<file path="config.mk">
export PLATFORM = sky130hd
export DESIGN_NAME = control_unit_flat
export DESIGN_NICKNAME = d
export VERILOG_FILES = /design/src/rtl/ctrl_pkg.sv /design/src/rtl/control_unit_if.sv /design/src/rtl/ctrl_decode.sv /design/src/rtl/control_unit.sv /design/src/flat_wrapper.sv
export SDC_FILE = /design/constraint.sdc
export NUM_CORES = 1
export LEC_CHECK = 0
export BUFFER_PORTS_ARGS = -buffer_cell sky130_fd_sc_hd__buf_2
export CAP_MARGIN = 5
export CORE_AREA = 4 4 54 56
export CTS_CLUSTER_DIAMETER = 80
export DETAILED_ROUTE_END_ITERATION = 8
export DIE_AREA = 0 0 58 60
export GPL_ROUTABILITY_DRIVEN = 0
export PLACE_DENSITY = 0.85
export SLEW_MARGIN = 30
export SYNTH_ARGS = -nofsm -noshare
export SYNTH_HDL_FRONTEND = slang
export SYNTH_HIERARCHICAL = 1
export SYNTH_SLANG_ARGS = --single-unit
</file>
<file path="constraint.sdc">
create_clock -name clock -period 5.05 [get_ports clock]
set_clock_uncertainty 0.15 [all_clocks]
set_input_delay 1.01 -clock clock [delete_from_list [all_inputs] [get_ports clock]]
set_output_delay 1.01 -clock clock [all_outputs]
set_load 0.05 [all_outputs]
</file>
<file path="src/rtl/ctrl_pkg.sv">
// Shared definitions for the hardwired control unit: opcodes, ALU codes,
// FSM state encoding and the instruction classes the decoder produces.
package ctrl_pkg;

  localparam logic [4:0] PC_INC_CODE  = 5'b11111;
  localparam logic [4:0] ALU_ADD_CODE = 5'b00011;

  localparam logic [4:0] OP_LD   = 5'd0;
  localparam logic [4:0] OP_LDI  = 5'd1;
  localparam logic [4:0] OP_ST   = 5'd2;
  localparam logic [4:0] OP_ADD  = 5'd3;
  localparam logic [4:0] OP_SUB  = 5'd4;
  localparam logic [4:0] OP_AND  = 5'd5;
  localparam logic [4:0] OP_OR   = 5'd6;
  localparam logic [4:0] OP_SHR  = 5'd7;
  localparam logic [4:0] OP_SHL  = 5'd8;
  localparam logic [4:0] OP_ROR  = 5'd9;
  localparam logic [4:0] OP_ROL  = 5'd10;
  localparam logic [4:0] OP_ADDI = 5'd11;
  localparam logic [4:0] OP_ANDI = 5'd12;
  localparam logic [4:0] OP_ORI  = 5'd13;
  localparam logic [4:0] OP_MUL  = 5'd14;
  localparam logic [4:0] OP_DIV  = 5'd15;
  localparam logic [4:0] OP_NEG  = 5'd16;
  localparam logic [4:0] OP_NOT  = 5'd17;
  localparam logic [4:0] OP_BR   = 5'd18;
  localparam logic [4:0] OP_JR   = 5'd19;
  localparam logic [4:0] OP_IN   = 5'd21;
  localparam logic [4:0] OP_OUT  = 5'd22;
  localparam logic [4:0] OP_MFHI = 5'd23;
  localparam logic [4:0] OP_MFLO = 5'd24;
  localparam logic [4:0] OP_NOP  = 5'd25;
  localparam logic [4:0] OP_HALT = 5'd26;

  typedef enum logic [3:0] {
    RESET, T0, T1, T2, T3, T4, T5, T6, T7, HALTED
  } state_e;

  typedef enum logic [3:0] {
    CL_LOAD, CL_LOADI, CL_STORE, CL_ALU_R, CL_ALU_I, CL_MULDIV, CL_UNARY,
    CL_BRANCH, CL_JR, CL_IN, CL_OUT, CL_MFHI, CL_MFLO, CL_NOP, CL_HALT
  } iclass_e;

endpackage

</file>
<file path="src/rtl/control_unit_if.sv">
// Control bundle between control_unit (master) and DataPath (slave):
// IR/condition flowing up, load/drive enables and strobes flowing down.
interface control_unit_if;
  logic [31:0] ir;
  logic        ConOut;
  logic HiIn, LoIn, ZIn, PCIn, MDRIn, MARIn, YIn, OPortIn, IRIn;
  logic HiOut, LoOut, ZHiOut, ZLoOut, PCOut, MDROut, IPortOut, COut;
  logic Gra, Grb, Grc, RIn, ROut, BAOut;
  logic Conin, memread, memwrite, run;
  logic [4:0] ALUCode;

  modport master (
    input  ir, ConOut,
    output HiIn, LoIn, ZIn, PCIn, MDRIn, MARIn, YIn, OPortIn, IRIn,
           HiOut, LoOut, ZHiOut, ZLoOut, PCOut, MDROut, IPortOut, COut,
           Gra, Grb, Grc, RIn, ROut, BAOut, Conin, memread, memwrite, run, ALUCode
  );

  modport slave (
    output ir, ConOut,
    input  HiIn, LoIn, ZIn, PCIn, MDRIn, MARIn, YIn, OPortIn, IRIn,
           HiOut, LoOut, ZHiOut, ZLoOut, PCOut, MDROut, IPortOut, COut,
           Gra, Grb, Grc, RIn, ROut, BAOut, Conin, memread, memwrite, run, ALUCode
  );
endinterface

</file>
<file path="src/rtl/ctrl_decode.sv">
// Combinational opcode decoder: instruction class plus the ALU code used by
// the execute step that computes (address/branch arithmetic defaults to add).
module ctrl_decode
  import ctrl_pkg::*;
(
  input  logic [4:0] opcode_i,
  output iclass_e    iclass_o,
  output logic [4:0] alu_code_o
);

  always_comb begin
    iclass_o   = CL_NOP;
    alu_code_o = ALU_ADD_CODE;
    case (opcode_i)
      OP_LD:   iclass_o = CL_LOAD;
      OP_LDI:  iclass_o = CL_LOADI;
      OP_ST:   iclass_o = CL_STORE;
      OP_ADD, OP_SUB, OP_AND, OP_OR, OP_SHR, OP_SHL, OP_ROR, OP_ROL: begin
        iclass_o   = CL_ALU_R;
        alu_code_o = opcode_i;
      end
      // Immediate forms reuse the ALU operation of their register twin
      OP_ADDI: begin iclass_o = CL_ALU_I; alu_code_o = OP_ADD; end
      OP_ANDI: begin iclass_o = CL_ALU_I; alu_code_o = OP_AND; end
      OP_ORI:  begin iclass_o = CL_ALU_I; alu_code_o = OP_OR;  end
      OP_MUL, OP_DIV: begin
        iclass_o   = CL_MULDIV;
        alu_code_o = opcode_i;
      end
      OP_NEG, OP_NOT: begin
        iclass_o   = CL_UNARY;
        alu_code_o = opcode_i;
      end
      OP_BR:   iclass_o = CL_BRANCH;
      OP_JR:   iclass_o = CL_JR;
      OP_IN:   iclass_o = CL_IN;
      OP_OUT:  iclass_o = CL_OUT;
      OP_MFHI: iclass_o = CL_MFHI;
      OP_MFLO: iclass_o = CL_MFLO;
      OP_HALT: iclass_o = CL_HALT;
      default: iclass_o = CL_NOP;
    endcase
  end

endmodule

</file>
<file path="src/rtl/control_unit.sv">
// Hardwired control FSM: fetch T0-T2, class-dependent execute T3-T7, Moore
// outputs per state (branch PCIn additionally gated by ConOut in T6).
module control_unit
  import ctrl_pkg::*;
(
  input  logic           clock,
  input  logic           clear,
  control_unit_if.master cu
);

  state_e     state_q, state_d;
  iclass_e    iclass;
  logic [4:0] alu_code;
  logic       unused_ir;

  ctrl_decode u_decode (
    .opcode_i   (cu.ir[31:27]),
    .iclass_o   (iclass),
    .alu_code_o (alu_code)
  );

  // Operand fields of IR are consumed by DataPath, not by the sequencer
  assign unused_ir = ^cu.ir[26:0];

  always_ff @(posedge clock or posedge clear) begin
    if (clear) state_q <= RESET;
    else       state_q <= state_d;
  end

  always_comb begin
    state_d = state_q;
    case (state_q)
      RESET: state_d = T0;
      T0:    state_d = T1;
      T1:    state_d = T2;
      T2:    state_d = T3;
      T3: begin
        case (iclass)
          CL_HALT: state_d = HALTED;
          CL_JR, CL_IN, CL_OUT, CL_MFHI, CL_MFLO, CL_NOP: state_d = T0;
          default: state_d = T4;
        endcase
      end
      T4:     state_d = (iclass == CL_UNARY) ? T0 : T5;
      T5:     state_d = (iclass inside {CL_LOADI, CL_ALU_R, CL_ALU_I}) ? T0 : T6;
      T6:     state_d = (iclass inside {CL_MULDIV, CL_BRANCH}) ? T0 : T7;
      T7:     state_d = T0;
      HALTED: state_d = HALTED;
      default: state_d = RESET;
    endcase
  end

  always_comb begin
    {cu.HiIn, cu.LoIn, cu.ZIn, cu.PCIn, cu.MDRIn, cu.MARIn, cu.YIn, cu.OPortIn, cu.IRIn} = '0;
    {cu.HiOut, cu.LoOut, cu.ZHiOut, cu.ZLoOut, cu.PCOut, cu.MDROut, cu.IPortOut, cu.COut} = '0;
    {cu.Gra, cu.Grb, cu.Grc, cu.RIn, cu.ROut, cu.BAOut} = '0;
    {cu.Conin, cu.memread, cu.memwrite} = '0;
    cu.ALUCode = '0;
    cu.run     = (state_q != RESET) && (state_q != HALTED);
    case (state_q)
      T0: begin cu.PCOut = 1'b1; cu.MARIn = 1'b1; cu.ZIn = 1'b1; cu.ALUCode = PC_INC_CODE; end
      T1: begin cu.ZLoOut = 1'b1; cu.PCIn = 1'b1; cu.memread = 1'b1; cu.MDRIn = 1'b1; end
      T2: begin cu.MDROut = 1'b1; cu.IRIn = 1'b1; end
      T3: begin
        case (iclass)
          CL_LOAD, CL_LOADI, CL_STORE: begin cu.Grb = 1'b1; cu.BAOut = 1'b1; cu.YIn = 1'b1; end
          CL_ALU_R, CL_ALU_I:          begin cu.Grb = 1'b1; cu.ROut = 1'b1; cu.YIn = 1'b1; end
          CL_MULDIV:                   begin cu.Gra = 1'b1; cu.ROut = 1'b1; cu.YIn = 1'b1; end
          CL_UNARY: begin
            cu.Grb = 1'b1; cu.ROut = 1'b1; cu.ZIn = 1'b1; cu.ALUCode = alu_code;
          end
          CL_BRANCH: begin cu.Gra = 1'b1; cu.ROut = 1'b1; cu.Conin = 1'b1; end
          CL_JR:     begin cu.Gra = 1'b1; cu.ROut = 1'b1; cu.PCIn = 1'b1; end
          CL_IN:     begin cu.IPortOut = 1'b1; cu.Gra = 1'b1; cu.RIn = 1'b1; end
          CL_OUT:    begin cu.Gra = 1'b1; cu.ROut = 1'b1; cu.OPortIn = 1'b1; end
          CL_MFHI:   begin cu.HiOut = 1'b1; cu.Gra = 1'b1; cu.RIn = 1'b1; end
          CL_MFLO:   begin cu.LoOut = 1'b1; cu.Gra = 1'b1; cu.RIn = 1'b1; end
          default:   ;
        endcase
      end
      T4: begin
        case (iclass)
          CL_LOAD, CL_LOADI, CL_STORE, CL_ALU_I: begin
            cu.COut = 1'b1; cu.ZIn = 1'b1; cu.ALUCode = alu_code;
          end
          CL_ALU_R:  begin cu.Grc = 1'b1; cu.ROut = 1'b1; cu.ZIn = 1'b1; cu.ALUCode = alu_code; end
          CL_MULDIV: begin cu.Grb = 1'b1; cu.ROut = 1'b1; cu.ZIn = 1'b1; cu.ALUCode = alu_code; end
          CL_UNARY:  begin cu.ZLoOut = 1'b1; cu.Gra = 1'b1; cu.RIn = 1'b1; end
          CL_BRANCH: begin cu.PCOut = 1'b1; cu.YIn = 1'b1; end
          default:   ;
        endcase
      end
      T5: begin
        case (iclass)
          CL_LOAD, CL_STORE:             begin cu.ZLoOut = 1'b1; cu.MARIn = 1'b1; end
          CL_LOADI, CL_ALU_R, CL_ALU_I:  begin cu.ZLoOut = 1'b1; cu.Gra = 1'b1; cu.RIn = 1'b1; end
          CL_MULDIV:                     begin cu.ZLoOut = 1'b1; cu.LoIn = 1'b1; end
          CL_BRANCH: begin cu.COut = 1'b1; cu.ZIn = 1'b1; cu.ALUCode = alu_code; end
          default:   ;
        endcase
      end
      T6: begin
        case (iclass)
          CL_LOAD:   begin cu.memread = 1'b1; cu.MDRIn = 1'b1; end
          CL_STORE:  begin cu.Gra = 1'b1; cu.ROut = 1'b1; cu.MDRIn = 1'b1; end
          CL_MULDIV: begin cu.ZHiOut = 1'b1; cu.HiIn = 1'b1; end
          CL_BRANCH: begin cu.ZLoOut = 1'b1; cu.PCIn = cu.ConOut; end
          default:   ;
        endcase
      end
      T7: begin
        if (iclass == CL_LOAD)  begin cu.MDROut = 1'b1; cu.Gra = 1'b1; cu.RIn = 1'b1; end
        if (iclass == CL_STORE) cu.memwrite = 1'b1;
      end
      default: ;
    endcase
  end

endmodule
</file>
<file path="src/flat_wrapper.sv">
// flat-port wrapper written by rule: the top's interface ports become plain ports
module control_unit_flat import ctrl_pkg::*;
  (clock, clear, cu_ir, cu_ConOut, cu_HiIn, cu_LoIn, cu_ZIn, cu_PCIn, cu_MDRIn, cu_MARIn, cu_YIn, cu_OPortIn, cu_IRIn, cu_HiOut, cu_LoOut, cu_ZHiOut, cu_ZLoOut, cu_PCOut, cu_MDROut, cu_IPortOut, cu_COut, cu_Gra, cu_Grb, cu_Grc, cu_RIn, cu_ROut, cu_BAOut, cu_Conin, cu_memread, cu_memwrite, cu_run, cu_ALUCode);
  control_unit_if cu_i ();
  input  logic clock;
  input  logic clear;
  input wire logic [$bits(cu_i.ir)-1:0] cu_ir;
  input wire logic [$bits(cu_i.ConOut)-1:0] cu_ConOut;
  output wire logic [$bits(cu_i.HiIn)-1:0] cu_HiIn;
  output wire logic [$bits(cu_i.LoIn)-1:0] cu_LoIn;
  output wire logic [$bits(cu_i.ZIn)-1:0] cu_ZIn;
  output wire logic [$bits(cu_i.PCIn)-1:0] cu_PCIn;
  output wire logic [$bits(cu_i.MDRIn)-1:0] cu_MDRIn;
  output wire logic [$bits(cu_i.MARIn)-1:0] cu_MARIn;
  output wire logic [$bits(cu_i.YIn)-1:0] cu_YIn;
  output wire logic [$bits(cu_i.OPortIn)-1:0] cu_OPortIn;
  output wire logic [$bits(cu_i.IRIn)-1:0] cu_IRIn;
  output wire logic [$bits(cu_i.HiOut)-1:0] cu_HiOut;
  output wire logic [$bits(cu_i.LoOut)-1:0] cu_LoOut;
  output wire logic [$bits(cu_i.ZHiOut)-1:0] cu_ZHiOut;
  output wire logic [$bits(cu_i.ZLoOut)-1:0] cu_ZLoOut;
  output wire logic [$bits(cu_i.PCOut)-1:0] cu_PCOut;
  output wire logic [$bits(cu_i.MDROut)-1:0] cu_MDROut;
  output wire logic [$bits(cu_i.IPortOut)-1:0] cu_IPortOut;
  output wire logic [$bits(cu_i.COut)-1:0] cu_COut;
  output wire logic [$bits(cu_i.Gra)-1:0] cu_Gra;
  output wire logic [$bits(cu_i.Grb)-1:0] cu_Grb;
  output wire logic [$bits(cu_i.Grc)-1:0] cu_Grc;
  output wire logic [$bits(cu_i.RIn)-1:0] cu_RIn;
  output wire logic [$bits(cu_i.ROut)-1:0] cu_ROut;
  output wire logic [$bits(cu_i.BAOut)-1:0] cu_BAOut;
  output wire logic [$bits(cu_i.Conin)-1:0] cu_Conin;
  output wire logic [$bits(cu_i.memread)-1:0] cu_memread;
  output wire logic [$bits(cu_i.memwrite)-1:0] cu_memwrite;
  output wire logic [$bits(cu_i.run)-1:0] cu_run;
  output wire logic [$bits(cu_i.ALUCode)-1:0] cu_ALUCode;
  assign cu_i.ir = cu_ir;
  assign cu_i.ConOut = cu_ConOut;
  assign cu_HiIn = cu_i.HiIn;
  assign cu_LoIn = cu_i.LoIn;
  assign cu_ZIn = cu_i.ZIn;
  assign cu_PCIn = cu_i.PCIn;
  assign cu_MDRIn = cu_i.MDRIn;
  assign cu_MARIn = cu_i.MARIn;
  assign cu_YIn = cu_i.YIn;
  assign cu_OPortIn = cu_i.OPortIn;
  assign cu_IRIn = cu_i.IRIn;
  assign cu_HiOut = cu_i.HiOut;
  assign cu_LoOut = cu_i.LoOut;
  assign cu_ZHiOut = cu_i.ZHiOut;
  assign cu_ZLoOut = cu_i.ZLoOut;
  assign cu_PCOut = cu_i.PCOut;
  assign cu_MDROut = cu_i.MDROut;
  assign cu_IPortOut = cu_i.IPortOut;
  assign cu_COut = cu_i.COut;
  assign cu_Gra = cu_i.Gra;
  assign cu_Grb = cu_i.Grb;
  assign cu_Grc = cu_i.Grc;
  assign cu_RIn = cu_i.RIn;
  assign cu_ROut = cu_i.ROut;
  assign cu_BAOut = cu_i.BAOut;
  assign cu_Conin = cu_i.Conin;
  assign cu_memread = cu_i.memread;
  assign cu_memwrite = cu_i.memwrite;
  assign cu_run = cu_i.run;
  assign cu_ALUCode = cu_i.ALUCode;
  control_unit u_core (.clock(clock), .clear(clear), .cu(cu_i));
endmodule
</file>
==> flow_metrics.py, run 1 <==
metrics = {
    "die": {
        "io-pin-count": 67,
        "dieArea_sq_um": 3480,
        "rows": 18,
        "coreArea_sq_um": 2432,
        "die_h_microns": 60,
        "fp.dieW_microns": 58,
        "initial_core_util_pct": 47.02,
    },
    "drt": {
        "viasPerCell": 5.919,
        "dr.pass1.iters": 4,
        "num_vias": 1314,
        "dr.first_iter.drc_count": 48,
        "ant_nets": 0,
        "drt-wirelength-per-cell_microns": 13.54,
        "drt-total-wl_microns": 3005,
        "drc": 0,
    },
    "clocking": {
        "clk_pin_slew_worst_paths_ns": 0.04,
        "cts_buffer_depth": 2,
        "clk_latency_ns": 0.24,
        "htreeDepth": 1,
        "cts_hold_buffers": 0,
        "numClockSinks": 4,
        "cts_made_buffers": 3,
        "cts_tree": "built",
        "post_cts_resize_count": 0,
        "post_cts_buffers": 0,
        "clock_tree.root_cell": "clkbuf_4",
    },
    "worst_setup_path": {
        "cp.arrival_ns": 3.38,
        "reg2reg_depth": 4,
        "slowest_delay_ns": 0.50,
        "timing.rr.start": "u_core/state_q[1]$_DFF_PP0_",
        "critPathRequiredTime_ns": 3.89,
        "path_class": "in2out",
        "cp_slowest_cell": "a32o_1",
        "reg2reg_slack_ns": 3.11,
        "critPathLaunchType": "primary input",
        "path_max_fanout": 16,
        "r2r-end": "u_core/state_q[3]$_DFF_PP0_",
        "crit_path_frequent_cell": "buf_2",
        "cp_top_family": "simple AND/OR/NAND/NOR gates",
        "worst-path-buf-inv": 2,
        "worstSetupEndpointType": "output pin",
        "path_cells": "buf_2, or3b_1, a31oi_1, a32o_1, and4bb_2, and4b_1, a221oi_2, nand3_1, buf_2",
    },
    "synth": {
        "syn_area_sq_um": 1144,
        "synth.avg_cell_area_sq_um": 6.848,
        "synth_seq_cells": 4,
        "synth-seq-area-share_pct": 8.753,
        "synthCells": 167,
        "ys_async_sr_fraction_pct": 100.0,
        "synthDistinctLibCells": 52,
        "ys.flop_type": "dfrtp_1",
        "synth-edff-count": 0,
        "syn-num-nets": 202,
        "ys_warn_count": 6,
    },
    "power_and_ir_drop": {
        "power_frac_clock_pct": 5.3,
        "p_comb_share_pct": 80.7,
        "ir_drop_uv": 442.1,
        "netSwitchingFraction_pct": 68.02,
        "seq_power_share_pct": 14.0,
        "power.density_nw_per_um2": 579.1,
        "p_int_w": 0.0002389,
        "switching_power_w": 0.0005081,
        "power.leakage_nw": 0.6433,
    },
    "global_route": {
        "grt_pass1_wl_microns": 4567,
        "overflow": 0,
        "grt_max_degree": 23,
        "antenna_found_initial": 0,
        "grt_pass1_vias": 993,
        "grt_use_total_pct": 16.25,
    },
    "final_layout": {
        "fin_area_sq_um": 1290,
        "antenna_cells": 0,
        "top_regs": "u_core/state_q: 4 flops",
        "n_fill_cell": 250,
        "drive_gt1_share_pct": 27.08,
        "largest_reg_flops": 4,
        "top_register": "u_core/state_q",
        "final_cell_mix": "39 x buf_2, 25 x nor2_1, 12 x a21oi_1",
        "mostFrequentLayoutCell": "buf_2",
        "area_delta_synth_final_pct": 12.80,
        "fin_nets": 229,
    },
    "placed_design": {
        "hpwl_microns": 2179,
        "dpl-instance-area_sq_um": 1267,
        "io_buffers": 39,
    },
    "sta": {
        "relSlewSlack_pct": 54.15,
        "finalCriticalPeriod_ns": 4.545,
        "period_share_pct": 89.99,
        "grt_setup_unrepaired": "no",
        "drv_slew": 0,
        "worstMarginPinSlew_ns": 0.6814,
        "setup_viol": 0,
        "fmax_mhz": 220.0,
        "finalHoldViolations": 0,
        "setup_tns_ns": 0,
    },
    "outcome": {
        "outcome": "finished, final reports clean",
    },
    "worst_hold_path": {
        "hold_class": "in2async",
    },
    "flow_run": {
        "drv_cap": 0,
    },
}
==> power by group through the flow <==
stage               combinational, W  sequential [W]   clock, W
detailed placement          0.000600        0.000103          0
global route                0.000638        0.000108  0.0000415
finish                      0.000603        0.000105  0.0000394
CTS                         0.000602        0.000102  0.0000395
global placement            0.000597        0.000101          0
floorplan                   0.000558       0.0000563          0
==> routing by layer <==
layer  track usage [%]  part of all wire [%]
met1             23.67                    47
met2             25.00                    44
met3             2.160                   8.4
met4             4.305                  0.13
met5                 0                     0
==> layout make-up <==
cell class	count	area [sq um]	share of cell area (%)
tap	30	37.54	2.910
clock buffer	3	22.52	1.746
inverter	4	15.01	1.164
multi-input combinational	141	912.1	70.71
timing repair buffer	40	202.7	15.71
sequential	4	100.1	7.759
==> cell usage after synthesis, drive strengths merged (4+ instances only) <==
master | n | area [sq um]
o21ai | 9 | 45.04
nor3 | 7 | 40.04
dfrtp | 4 | 100.1
nor4 | 4 | 25.02
and2 | 4 | 25.02
nand4bb | 4 | 45.04
a21o | 9 | 67.56
nand2b | 6 | 37.54
nor2b | 5 | 31.28
nor2 | 25 | 93.84
a21oi | 12 | 60.06
nand2 | 12 | 47.55
buf | 16 | 108.9
nor3b | 4 | 35.03
inv | 4 | 15.01
==> cell families after synthesis <==
kind of cell              share of synthesized area [%]
AOI/OAI and AO/OA                                 32.82
xor gates and xnor gates                         0.7660
buffers and inverters                             11.49
DFF                                               8.753
muxes                                             1.860
and+or+nand+nor                                   44.31
==> stage by stage <==
step	cells	utilization [%]	setup WS [ns]	hold slack, ns	total power (W)
after CTS	222	53.04	0.5476	0.4961	0.0007429
after global placement	219	52.11	0.5583	0.5769	0.0006979
after detailed placement	219	52.11	0.5387	0.5875	0.0007023
after global routing	222	53.04	0.3429	0.5027	0.0007875
final	222	53.04	0.5054	0.4916	0.0007470
after floorplan	167	-	0.1732	0.4973	0.0006142
==> worst max path at each step <==
stage	from	endpoint	depth (start not counted)
3_5_place_dp	cu_ir[30]	cu_Gra	9
5_1_grt	cu_ir[30]	cu_Gra	9
3_3_place_gp	cu_ir[30]	cu_Gra	9
6_report	cu_ir[30]	cu_Gra	9
4_1_cts	cu_ir[30]	cu_Gra	9
2_1_floorplan	cu_ir[27]	cu_ROut	7
Power figures use the tool's default switching activity.
==> run 2, diff against run 1 <==
--- a/config.mk
+++ b/config.mk
@@ -5,14 +5,15 @@
 export SDC_FILE = /design/constraint.sdc
 export NUM_CORES = 1
 export LEC_CHECK = 0
+export ABC_AREA = 1
 export BUFFER_PORTS_ARGS = -buffer_cell sky130_fd_sc_hd__buf_2
 export CAP_MARGIN = 5
-export CORE_AREA = 4 4 54 56
+export CORE_AREA = 4 4 56 58
 export CTS_CLUSTER_DIAMETER = 80
 export DETAILED_ROUTE_END_ITERATION = 8
-export DIE_AREA = 0 0 58 60
+export DIE_AREA = 0 0 60 62
 export GPL_ROUTABILITY_DRIVEN = 0
-export PLACE_DENSITY = 0.85
+export PLACE_DENSITY = 0.84
 export SLEW_MARGIN = 30
 export SYNTH_ARGS = -nofsm -noshare
 export SYNTH_HDL_FRONTEND = slang
==> run 2 against run 1 <==
Against the previous run:
- flip-flop and latch count did not move
- die area rose by 6.9%
- final area rose by 11%
- register-to-register slack improved by 0.42 ns
- worst setup slack improved by 0.26 ns
- routed wire length rose by 22%
- first-iteration DRC count rose by 96%
- hold slack improved by 0.013 ns
- synthesized cell count rose by 47%
- largest cell class unchanged
- largest power group unchanged
==> flow_metrics.py, run 2 <==
metrics = {
    "synth": {
        "synthDistinctLibCells": 28,
        "yosysMostFrequentCell": "nand2_1",
        "syn_area_sq_um": 1251,
        "synth_top_cell_by_area": "nand2_1",
        "syn-num-nets": 281,
        "synth-edff-count": 0,
        "ys_top_cells_by_count": "80 x nand2_1, 52 x nor2_1, 26 x inv_1",
        "synth.area.top_cells": "nand2_1 24%, nor2_1 16%, nand3_1 8.4%",
        "synth.avg_cell_area_sq_um": 5.086,
        "ys.flop_type": "dfrtp_1",
        "synth-seq-area-share_pct": 8.000,
        "synth_seq_cells": 4,
        "ys_warn_count": 6,
        "ys_async_sr_fraction_pct": 100.0,
        "synthCells": 246,
        "synthDominantCellAreaShare_pct": 24.00,
    },
    "clocking": {
        "htreeDepth": 1,
        "cts_tree": "built",
        "clock_tree.root_cell": "clkbuf_4",
        "post_cts_buffers": 0,
        "cts_hold_buffers": 0,
        "cts_made_buffers": 3,
        "clk_pin_slew_worst_paths_ns": 0.04,
        "cts_buffer_depth": 2,
        "post_cts_resize_count": 0,
        "clk_latency_ns": 0.23,
        "numClockSinks": 4,
    },
    "worst_setup_path": {
        "critPathRequiredTime_ns": 3.89,
        "endpoint": "cu_ZLoOut",
        "path_class": "in2out",
        "cp.arrival_ns": 3.13,
        "worstSetupEndpointType": "output pin",
        "timing.rr.start": "u_core/state_q[1]$_DFF_PP0_",
        "r2r-end": "u_core/state_q[1]$_DFF_PP0_",
        "crit_start": "cu_ir[31]",
        "path_max_fanout": 10,
        "critPathLaunchType": "primary input",
        "reg2reg_depth": 5,
        "reg2reg_slack_ns": 3.53,
    },
    "final_layout": {
        "final_util_pct": 53.85,
        "final_cell_mix": "80 x nand2_1, 52 x nor2_1, 39 x buf_2",
        "drive_gt1_share_pct": 22.42,
        "n_fill_cell": 316,
        "antenna_cells": 0,
        "fin_area_sq_um": 1434,
        "fin_cells": 312,
        "largest_reg_flops": 4,
        "top_regs": "u_core/state_q: 4 flops",
        "mostFrequentLayoutCell": "nand2_1",
        "seq_area_sq_um": 100.1,
        "fin_nets": 318,
        "multi_input_area_sq_um": 960.9,
        "top_register": "u_core/state_q",
        "area_delta_synth_final_pct": 14.60,
    },
    "power_and_ir_drop": {
        "power.leakage_nw": 0.8364,
        "netSwitchingFraction_pct": 71.84,
        "power.density_nw_per_um2": 508.0,
        "power_frac_clock_pct": 5.2,
        "p_int_w": 0.0002051,
        "ir_drop_uv": 484.9,
        "seq_power_share_pct": 9.6,
        "p_comb_share_pct": 85.2,
        "switching_power_w": 0.0005234,
    },
    "sta": {
        "fmax_mhz": 233.1,
        "drv_slew": 0,
        "finalCriticalPeriod_ns": 4.289,
        "relSlewSlack_pct": 75.68,
        "setup_viol": 0,
        "period_share_pct": 84.94,
        "setup_tns_ns": 0,
        "grt_setup_unrepaired": "no",
        "finalHoldViolations": 0,
        "worstMarginPinSlew_ns": 0.3648,
    },
    "global_route": {
        "grt_pass1_vias": 1484,
        "overflow": 0,
        "antenna_found_initial": 0,
        "grt_max_degree": 18,
        "grt_pass1_wl_microns": 6141,
        "grt_use_total_pct": 20.55,
    },
    "drt": {
        "drc": 0,
        "dr.first_iter.drc_count": 94,
        "ant_nets": 0,
        "drt-total-wl_microns": 3670,
        "dr.pass1.iters": 4,
        "viasPerCell": 5.407,
        "num_vias": 1687,
        "drt-wirelength-per-cell_microns": 11.76,
    },
    "placed_design": {
        "hpwl_microns": 2976,
        "dpl-instance-area_sq_um": 1411,
        "dp_cells": 309,
        "io_buffers": 39,
    },
    "die": {
        "coreArea_sq_um": 2663,
        "die_h_microns": 62,
        "rows": 19,
        "dieArea_sq_um": 3720,
        "fp.dieW_microns": 60,
        "initial_core_util_pct": 46.99,
        "io-pin-count": 67,
    },
    "worst_hold_path": {
        "hold_class": "in2async",
    },
    "outcome": {
        "outcome": "finished, final reports clean",
    },
    "flow_run": {
        "drv_cap": 0,
    },
}
run 2: cell count changes after synthesis, moves of 5 or more:
cell and change:
nor2b_1 -5, inv_1 +22, nand3_1 +18, inv_2 +5, nand2b_1 -6, nor2_1 +27, a21o_1 -9, nand2_1 +69
buf_2 -9, nand4_1 +5
run 2: cells by family (layout without fill, tap and decap cells):
logic type | count (synthesis) | in the layout | synth area share [%]
AO/OA/AOI/OAI | 24 | 24 | 10.60
buffers and inverters | 38 | 73 | 15.20
flip-flops | 4 | 4 | 8.000
AND/OR/NAND/NOR | 180 | 180 | 66.20
run 2: how the worst min path moves through the flow:
stage / from / end
2_1_floorplan: u_core/state_q[1]$_DFF_PP0_ / u_core/state_q[0]$_DFF_PP0_
3_3_place_gp: u_core/state_q[1]$_DFF_PP0_ / u_core/state_q[0]$_DFF_PP0_
3_5_place_dp: u_core/state_q[1]$_DFF_PP0_ / u_core/state_q[0]$_DFF_PP0_
4_1_cts: clear / u_core/state_q[0]$_DFF_PP0_
5_1_grt: clear / u_core/state_q[0]$_DFF_PP0_
6_report: clear / u_core/state_q[0]$_DFF_PP0_
run 2: layout make-up:
class                   count  area share, %
flip-flops and latches      4          6.981
multi-input cells         204          67.02
inverters                  31          8.115
well taps                  31          2.705
repair buffers             39          13.61
clock buffers               3          1.571
run 2: per-layer routing:
layer  GRT usage [%]  share of wire, %  vias up
li1                -                 -      852
met1           26.98                42      755
met2           35.96                49       76
met3           2.066               8.6        4
met4           5.380              0.84        0
met5               0                 0        -
run 2: through the flow:
stage	power (W)	setup WS [ns]	hold slack [ns]
after floorplan	0.0005701	0.5642	0.5020
after global placement	0.0006760	0.8627	0.5670
after detailed placement	0.0006862	0.8139	0.5816
after CTS	0.0007267	0.8098	0.5058
after global routing	0.0007815	0.5303	0.5135
final	0.0007285	0.7607	0.5041
run 2: critical path, stage by stage:
cell     delay (ns)
buf_2          0.19
inv_2          0.10
nor3_2         0.29
nor2_1         0.09
nand3_2        0.10
nand2_1        0.23
inv_2          0.18
nand2_1        0.13
nor2_1         0.21
nand2_1        0.12
and2_4         0.16
nand3_1        0.06
buf_2          0.26
run 2: power by group through the flow:
stage                     clock network [W]  logic, W  registers [W]
final                             0.0000382  0.000620      0.0000697
after global routing              0.0000420  0.000668      0.0000710
after CTS                         0.0000395  0.000619      0.0000686
after detailed placement                  0  0.000617      0.0000691
after global placement                    0  0.000608      0.0000685
after floorplan                           0  0.000505      0.0000649
==> run 3, diff against run 2 <==
--- a/config.mk
+++ b/config.mk
@@ -5,7 +5,7 @@
 export SDC_FILE = /design/constraint.sdc
 export NUM_CORES = 1
 export LEC_CHECK = 0
-export ABC_AREA = 1
+export ABC_AREA = 0
 export BUFFER_PORTS_ARGS = -buffer_cell sky130_fd_sc_hd__buf_2
 export CAP_MARGIN = 5
 export CORE_AREA = 4 4 56 58
@@ -13,7 +13,7 @@
 export DETAILED_ROUTE_END_ITERATION = 8
 export DIE_AREA = 0 0 60 62
 export GPL_ROUTABILITY_DRIVEN = 0
-export PLACE_DENSITY = 0.84
+export PLACE_DENSITY = 0.79
 export SLEW_MARGIN = 30
 export SYNTH_ARGS = -nofsm -noshare
 export SYNTH_HDL_FRONTEND = slang
==> constraint.sdc (replaced) <==
create_clock -name clock -period 4.1 [get_ports clock]
set_clock_uncertainty 0.15 [all_clocks]
set_input_delay 0.82 -clock clock [delete_from_list [all_inputs] [get_ports clock]]
set_output_delay 0.82 -clock clock [all_outputs]
set_load 0.05 [all_outputs]
==> run 3 against run 2 <==
Against the previous run:
- via count decreased by 19%
- critical path depth fell by 4
- clock-buffer cell count unchanged
- cell count decreased by 27%
- clock power grew 33%
- highest routed layer unchanged
==> flow_metrics.py, run 3 (synthesis results as in run 1) <==
metrics = {
    "worst_setup_path": {
        "critPathRequiredTime_ns": 3.13,
        "cp_top_family": "simple AND/OR/NAND/NOR gates",
        "crit_path_frequent_cell": "buf_2",
        "crit_start": "cu_ir[28]",
        "cp.arrival_ns": 2.96,
        "reg2reg_slack_ns": 2.18,
        "endpoint": "cu_RIn",
        "path_cells": "buf_2, or3b_1, a31oi_1, a32o_1, and4bb_2, and4b_1, a221oi_2, o21ai_1, buf_2",
        "path_depth": 9,
        "r2r-end": "u_core/state_q[3]$_DFF_PP0_",
        "worstSetupEndpointType": "output pin",
        "path_max_fanout": 12,
        "reg2reg_depth": 4,
        "worst-path-buf-inv": 2,
        "timing.rr.start": "u_core/state_q[1]$_DFF_PP0_",
        "critPathLaunchType": "primary input",
        "cp_slowest_cell": "or3b_1",
        "path_class": "in2out",
        "slowest_delay_ns": 0.36,
    },
    "sta": {
        "drv_slew": 0,
        "fmax_mhz": 254.2,
        "worstMarginPinSlew_ns": 0.5884,
        "finalCriticalPeriod_ns": 3.933,
        "setup_viol": 0,
        "hold_slack_ns": 0.2910,
        "finalWorstSetupSlack_ns": 0.1668,
        "period_share_pct": 95.93,
        "setup_tns_ns": 0,
        "finalHoldViolations": 0,
        "grt_setup_unrepaired": "no",
        "relSlewSlack_pct": 60.61,
    },
    "clocking": {
        "numClockSinks": 4,
        "cts_tree": "built",
        "post_cts_resize_count": 0,
        "cts_hold_buffers": 0,
        "clock_tree.root_cell": "clkbuf_4",
        "htreeDepth": 1,
        "cts_buffer_depth": 2,
        "clk_pin_slew_worst_paths_ns": 0.04,
        "clk_latency_ns": 0.25,
        "post_cts_buffers": 0,
        "cts_made_buffers": 3,
    },
    "flow_run": {
        "drv_cap": 0,
    },
    "final_layout": {
        "top_regs": "u_core/state_q: 4 flops",
        "top_register": "u_core/state_q",
        "mostFrequentLayoutCell": "buf_2",
        "area_delta_synth_final_pct": 17.94,
        "fin_cells": 228,
        "final_cell_mix": "39 x buf_2, 25 x nor2_1, 12 x a21oi_1",
        "drive_gt1_share_pct": 30.46,
        "largest_reg_flops": 4,
        "antenna_cells": 0,
        "fin_area_sq_um": 1349,
        "fin_nets": 234,
    },
    "placed_design": {
        "post-place-ws_ns": 0.2188,
        "dp_cells": 225,
        "hpwl_microns": 2402,
        "dpl-instance-area_sq_um": 1326,
        "io_buffers": 39,
    },
    "drt": {
        "dr.first_iter.drc_count": 69,
        "drt-total-wl_microns": 3224,
        "viasPerCell": 6.013,
        "ant_nets": 0,
        "drt-wirelength-per-cell_microns": 14.14,
        "dr.pass1.iters": 4,
        "drc": 0,
        "num_vias": 1371,
    },
    "power_and_ir_drop": {
        "power.density_nw_per_um2": 693.0,
        "ir_drop_uv": 715.8,
        "power.leakage_nw": 0.6741,
    },
    "global_route": {
        "grt_pass1_vias": 1185,
        "grt_use_total_pct": 17.86,
        "grt_pass1_wl_microns": 5175,
        "grt_max_degree": 20,
        "overflow": 0,
        "antenna_found_initial": 0,
    },
    "outcome": {
        "outcome": "finished, final reports clean",
    },
    "die": {
        "dieArea_sq_um": 3720,
        "fp.dieW_microns": 60,
        "die_h_microns": 62,
        "rows": 19,
        "coreArea_sq_um": 2663,
        "initial_core_util_pct": 42.95,
        "io-pin-count": 67,
    },
    "worst_hold_path": {
        "hold_class": "in2async",
    },
}
[run 3: cell types whose count changed in the layout (fill, tap and decap cells not counted), moves of 6 or more]
cell,change
nand2_1,-69
nor2_1,-27
inv_1,-22
nand3_1,-18
a21o_1,+9
buf_4,+6
nand2b_1,+6
[run 3: power breakdown]
part	switching (W)	leakage (nW)	total, W	internal [W]
logic	0.000545	0.611	0.000754	0.000209
clock network	0.0000179	0.0138	0.0000508	0.0000328
registers	0.0000727	0.0497	0.000130	0.0000573
[run 3: how the worst min path moves through the flow]
stage                     slack (ns)  cells after the start  startpoint                          end
after CTS                       0.29                      2       clear  u_core/state_q[0]$_DFF_PP0_
after global placement          0.55                      2       clear  u_core/state_q[1]$_DFF_PP0_
final                           0.29                      2       clear  u_core/state_q[0]$_DFF_PP0_
after floorplan                 0.44                      1       clear  u_core/state_q[0]$_DFF_PP0_
after global routing            0.30                      2       clear  u_core/state_q[0]$_DFF_PP0_
after detailed placement        0.55                      2       clear  u_core/state_q[2]$_DFF_PP0_
[run 3: metrics by stage]
| stage | util, % | total power [W] |
|---|---|---|
| final | 50.66 | 0.0009348 |
| after global placement | 49.81 | 0.0008764 |
| after detailed placement | 49.81 | 0.0008815 |
| after global routing | 50.66 | 0.0009974 |
| after CTS | 50.66 | 0.0009353 |
| after floorplan | - | 0.0007636 |
[run 3: layer usage]
layer / up-vias / global-route usage [%] / wire length (microns)
li1: 676 / - / -
met1: 632 / 23.92 / 1475
met2: 58 / 29.01 / 1457
met3: 5 / 2.066 / 250
met4: 0 / 7.595 / 40
met5: - / 0 / 0
[run 3: final cells by class]
| cell class | instances | area (sq um) |
|---|---|---|
| inverters | 4 | 15.01 |
| flip-flops and latches | 4 | 100.1 |
| multi-input cells | 141 | 932.1 |
| clock buffers | 3 | 22.52 |
| fillers | 282 | 1314 |
| repair buffers | 45 | 240.2 |
| well taps | 31 | 38.79 |
[run 3: worst register-to-register path: cells and delay by family (launching register included)]
family	cells	cell delay [ns]
simple gates	3	0.98
flops	1	0.58
compound gates	1	0.13
